**src/rtl/mmio_timer_periph.sv**
```systemverilog
// rtl/mmio_timer_periph.sv - memory-mapped reloadable timer, LED, 7-segment and system tick peripheral
//
// Ports:
//   clk        system clock, all state changes on the rising edge
//   reset      synchronous active-low reset
//   Read       memory-stage read enable
//   Write      memory-stage write enable
//   addr       byte address; hit when addr[31:30]==BASE_HI, word offset addr[4:2]
//   wdata      store data
//   check      debug halt, freezes TL and SYSTICK counting while high
//   rdata      combinational read data (0 unless a hitting read)
//   interrupt  timer interrupt request, the registered TCON irq status bit
//   leds       LED register
//   digi       7-segment register: [11:8] anode select, [7:0] segments
module mmio_timer_periph #(
    parameter logic [1:0] BASE_HI = 2'b01,
    parameter int         LED_W   = 8,
    parameter int         DIGI_W  = 12
) (
    input  logic              clk,
    input  logic              reset,
    input  logic              Read,
    input  logic              Write,
    input  logic [31:0]       addr,
    input  logic [31:0]       wdata,
    input  logic              check,
    output logic [31:0]       rdata,
    output logic              interrupt,
    output logic [LED_W-1:0]  leds,
    output logic [DIGI_W-1:0] digi
);

    localparam logic [2:0] OFF_TH      = 3'd0;
    localparam logic [2:0] OFF_TL      = 3'd1;
    localparam logic [2:0] OFF_TCON    = 3'd2;
    localparam logic [2:0] OFF_LED     = 3'd3;
    localparam logic [2:0] OFF_DIGI    = 3'd4;
    localparam logic [2:0] OFF_SYSTICK = 3'd5;

    logic [31:0]       th;
    logic [31:0]       tl;
    logic [2:0]        tcon;     // [0] enable, [1] irq enable, [2] irq status
    logic [LED_W-1:0]  led_reg;
    logic [DIGI_W-1:0] digi_reg;
    logic [31:0]       systick;

    logic       hit;
    logic [2:0] off;
    logic       we_th;
    logic       we_tl;
    logic       we_tcon;
    logic       we_led;
    logic       we_digi;
    logic       tick_en;

    assign hit     = (addr[31:30] == BASE_HI);
    assign off     = addr[4:2];
    assign we_th   = Write && hit && (off == OFF_TH);
    assign we_tl   = Write && hit && (off == OFF_TL);
    assign we_tcon = Write && hit && (off == OFF_TCON);
    assign we_led  = Write && hit && (off == OFF_LED);
    assign we_digi = Write && hit && (off == OFF_DIGI);
    assign tick_en = tcon[0] && !check;

    // Software writes are applied after the count/reload assignments so that
    // a write to TL or TCON in the same cycle overrides the hardware update.
    // The reload reads the pre-edge TH, so a TH write on the overflow cycle
    // only affects the following overflow.
    always_ff @(posedge clk) begin
        if (!reset) begin
            th       <= 32'd0;
            tl       <= 32'd0;
            tcon     <= 3'd0;
            led_reg  <= '0;
            digi_reg <= '0;
            systick  <= 32'd0;
        end else begin
            if (!check) begin
                systick <= systick + 32'd1;
            end

            if (tick_en) begin
                if (tl == 32'hFFFF_FFFF) begin
                    tl <= th;
                    if (tcon[1]) begin
                        tcon[2] <= 1'b1;
                    end
                end else begin
                    tl <= tl + 32'd1;
                end
            end

            if (we_th) begin
                th <= wdata;
            end
            if (we_tl) begin
                tl <= wdata;
            end
            if (we_tcon) begin
                tcon <= wdata[2:0];
            end
            if (we_led) begin
                led_reg <= wdata[LED_W-1:0];
            end
            if (we_digi) begin
                digi_reg <= wdata[DIGI_W-1:0];
            end
        end
    end

    always_comb begin
        rdata = 32'd0;
        if (Read && hit) begin
            case (off)
                OFF_TH:      rdata = th;
                OFF_TL:      rdata = tl;
                OFF_TCON:    rdata = {29'd0, tcon};
                OFF_LED:     rdata = {{(32-LED_W){1'b0}}, led_reg};
                OFF_DIGI:    rdata = {{(32-DIGI_W){1'b0}}, digi_reg};
                OFF_SYSTICK: rdata = systick;
                default:     rdata = 32'd0;
            endcase
        end
    end

    assign interrupt = tcon[2];
    assign leds      = led_reg;
    assign digi      = digi_reg;

endmodule

```
**config.mk**
```make
export PLATFORM = sky130hd
export DESIGN_NAME = mmio_timer_periph
export DESIGN_NICKNAME = d
export VERILOG_FILES = /design/src/rtl/mmio_timer_periph.sv
export SDC_FILE = /design/constraint.sdc
export NUM_CORES = 1
export LEC_CHECK = 0
export BUFFER_PORTS_ARGS = -buffer_cell sky130_fd_sc_hd__buf_4
export CAP_MARGIN = 20
export CORE_MARGIN = 8
export CORE_UTILIZATION = 23
export CTS_BUF_LIST = sky130_fd_sc_hd__clkbuf_8
export DETAILED_ROUTE_END_ITERATION = 6
export PLACE_DENSITY = 0.52
export SYNTH_ARGS = -nofsm -noshare
export SYNTH_HDL_FRONTEND = slang
export SYNTH_SLANG_ARGS = --single-unit
```
**constraint.sdc**
```tcl
create_clock -name clk -period 3.24 [get_ports clk]
set_input_delay 0.648 -clock clk [delete_from_list [all_inputs] [get_ports clk]]
set_output_delay 0.648 -clock clk [all_outputs]
set_load 0.02 [all_outputs]
```
==> Implementation_results.wiki <==
{| class="wikitable"
! Metric !! Value
|-
| Share of the synthesized area in the top cell type || 35.6%
|-
| Hold-fix buffer count after cts || 0
|-
| Total setup violations reported at the end of the flow || 0
|-
| Aggregate global routing overflow || 0
|-
| Register area share after synthesis || 35.6%
|-
| Warnings from Yosys || 0
|-
| Number of sinks on the clock net || 119
|-
| Final cell count without fillers || 1302
|-
| Buffers on Ports || 94
|-
| Worst path max stage delay || 320 ps
|-
| Most frequent CP cell || buf_4
|-
| Cell type with the largest total area after synthesis || dfxtp_1
|-
| Post-Synthesis Mean Instance Area || 8.07 sq um
|-
| Final clock period utilization by the worst path || 84.3%
|-
| Time the final worst path needs with I/O delays and setup || 2730 ps
|-
| Outcome || complete, no violations
|-
| Total of fill cells in the finished design || 3162
|-
| Placeable Area || 28700 sq um
|-
| Data arrival, critical path || 2080 ps
|-
| Number of placed instances with taps included || 1273
|-
| Largest net degree at the start of global routing || 55
|-
| Antenna violations before repair || 0
|-
| Number of enable flip-flop cells after synthesis || 0
|-
| Total Die Area || 34800 sq um
|-
| ANT nets after route || 0
|-
| Total number of nets in the final design || 979
|-
| Cells traversed along the worst timing path || buf_4, buf_12, nor2_2, buf_4, a22oi_1, nor2_1, buf_4
|-
| CP Launch Type || input pin
|-
| Wire length of the first global-routing pass || 37600 um
|-
| Cells taking the most area after synthesis || dfxtp_1 36%, nand2_1 7.2%, a21oi_1 5.9%
|-
| Hold WC Path Type || in -> reg
|-
| Clock-pin slew of the registers on the worst-case setup and hold paths || 70 ps
|-
| Buffer count from post-CTS setup fixing || 0
|-
| Final slew viol count || 0
|-
| Smallest hold slack || 442 ps
|-
| Critical path class || in -> out
|-
| Leak || 0.00304 uW
|-
| CTS tree || built
|-
| Ratio of routed vias to standard cells || 4.97
|-
| Via count of the first global-routing pass || 6150
|-
| Leading registers by flop count || systick: 32 flops, th: 32 flops, tl: 32 flops
|-
| Number of primary I/O pins || 122
|-
| Type of destination of the critical path || primary output
|-
| Syn Nets || 900
|-
| Setup repair after global routing missed its margin || false
|-
| Post-synthesis instance total || 829
|-
| Total wire length || 24000 um
|-
| Die Span Y || 187 um
|-
| Cell count of the worst hold path || 3
|-
| Clock skew || 12.1 ps
|-
| Setup crit end || rdata[25]
|-
| Average wire length per cell after detail routing || 18.4 um
|-
| Worst Path Max Fanout || 20
|-
| Final Hold Fails || 0
|-
| Crit-path leading delay family || buffers and inverters
|-
| Worst max-slew margin expressed relative to the limit || 38.9%
|-
| Total standard cell area after synthesis || 6690 sq um
|-
| Slew at the pin closest to its max-slew limit || 911 ps
|-
| R2r endpoint || tl[13]$_SDFFE_PN0P_
|-
| Critical-path cell with the highest stage delay || buf_4
|-
| Data required time at the worst endpoint || 2590 ps
|-
| Worst Reg-to-Reg Cells || 7
|-
| Area delta synth->final || 23.0%
|-
| Number of iterations in the first detailed-routing pass || 5
|-
| Clock insertion delay at the later pin of the skew report || 440 ps
|-
| Initial Utilization || 23.3%
|-
| Cts repair resizes || 0
|-
| Max Fclk || 366 MHz
|-
| Global placer's final weighted congestion || 0.805
|-
| Antenna Cells || 0
|-
| Cell area power density || 372 nW/um^2
|-
| Netlist cell types || 63
|-
| Maximum root-to-sink buffer count || 2
|-
| Total track usage || 13.5%
|-
| Crit path buffers/inverters || 4
|-
| Launching element of the worst setup path || addr[4]
|-
| Async set-or-reset flop fraction in the synthesized netlist || 0%
|-
| Beginning of the worst register-to-register path || tl[1]$_SDFFE_PN0P_
|-
| Residual DRC || 0
|-
| Die X-Extent || 187 um
|-
| Count of vias placed by the detailed router || 6470
|-
| Placed wire-length estimate || 17200 um
|-
| Path length in cells of the critical path || 7
|-
| Initial detailed-routing violation count || 589
|-
| R2R setup slack || 800 ps
|-
| # Max-Cap Violations || 0
|-
| Final standard cell utilization of the core || 28.7%
|-
| Setup tns final || 0 ps
|-
| Synthesis-stage register bit count || 119
|-
| Maximum vdd ir drop || 0.193 mV
|-
| Row Count || 62
|-
| Clock root buffer master || clkbuf_8
|-
| Most common flop cell mapped by yosys || dfxtp_1
|-
| Number of H-tree levels || 4
|-
| Share of cells above drive strength 1 || 21.1%
|-
| CTS Buf Count || 17
|}
==> cells in the final DEF, fill, tap and decap left out, types with 16 or more instances in the layout <==
master	n
nand2_1	128
dfxtp_1	119
buf_4	117
a21oi_1	79
nor2_1	67
nand3_1	34
o21ai_0	32
xor2_1	31
mux2_2	24
a22oi_1	23
clkbuf_8	22
and3_1	21
mux2i_1	19
xnor2_1	16
==> cells by family (layout without fill, tap and decap cells) <==
| family | after synthesis | after routing | share of synthesized area, % |
|---|---|---|---|
| AND/OR/NAND/NOR | 352 | 352 | 26.6 |
| AO/OA/AOI/OAI | 190 | 190 | 17.7 |
| flip-flops | 119 | 119 | 35.6 |
| buffers and inverters | 69 | 158 | 4.36 |
| multiplexers | 50 | 50 | 9.24 |
| XOR/XNOR | 47 | 47 | 6.15 |
| adder cells (fa/ha/maj) | 2 | 2 | 0.374 |
==> layout make-up <==
type	instances	area [sq um]	area share, %
repair buffers	119	926	11.3
clock inverters	7	80.1	0.973
clock buffers	22	303	3.68
well taps	384	480	5.84
inverters	10	37.5	0.456
flip-flops and latches	119	2380	29.0
multi-input cells	641	4020	48.8
==> synth_stat cells (4+ instances only) <==
library cell and n:
inv_1 10, clkbuf_1 42, a32oi_1 8, nand2b_1 4
nor2_1 68, nand2_1 128, nor2b_1 8, and4_1 9
a22oi_1 23, o21ai_0 32, nor4_1 7, xor2_1 31
and2_1 5, a31oi_1 5, nor3_1 15, a21oi_1 79
buf_2 13, o22ai_1 9, a211oi_1 6, or3_1 15
nand4_1 14, nand3_1 34, nand4_2 4, dfxtp_1 119
and3_1 21, mux4_2 7, mux2_2 24, o211ai_1 7
xnor2_1 16, mux2i_1 19
==> through the flow <==
step                instance area [sq um]  power (uW)  worst slack, ps
finish                               8230        3060              509
floorplan                            6690        1620              556
CTS                                  8230        3090              485
global route                         8230        3170              390
detailed placement                   7850        1740              381
global placement                     7820        1730              412
==> how the worst min path moves through the flow <==
stage | startpoint | endpoint | slack, ps
floorplan | th[11]$_SDFFE_PN0P_ | th[11]$_SDFFE_PN0P_ | 440
global placement | th[0]$_SDFFE_PN0P_ | th[0]$_SDFFE_PN0P_ | 460
detailed placement | th[15]$_SDFFE_PN0P_ | th[15]$_SDFFE_PN0P_ | 460
CTS | wdata[24] | tl[24]$_SDFFE_PN0P_ | 430
global route | wdata[26] | th[26]$_SDFFE_PN0P_ | 440
finish | wdata[24] | tl[24]$_SDFFE_PN0P_ | 440
==> routing by layer <==
layer,GRT usage (%),vias up,routed length (um)
met5,0,-,0
met1,19.0,3124,11600
met4,3.21,0,255
li1,-,3133,-
met2,20.5,192,10700
met3,3.17,21,1420
==> power by group <==
part           internal, uW  switching [uW]
logic                  82.3             129
registers              1470            15.3
clock network           762             597
total                  2320             742
==> worst reg2reg max path: cells and delay by family, from the launching register on <==
| family | cells | cell delay [ps] |
|---|---|---|
| simple gates | 4 | 1180 |
| flops | 1 | 430 |
| buf+inv | 1 | 300 |
| compound gates | 1 | 230 |
| fa+ha+maj | 1 | 220 |
Note: power is estimated with default switching activity, not from simulation.
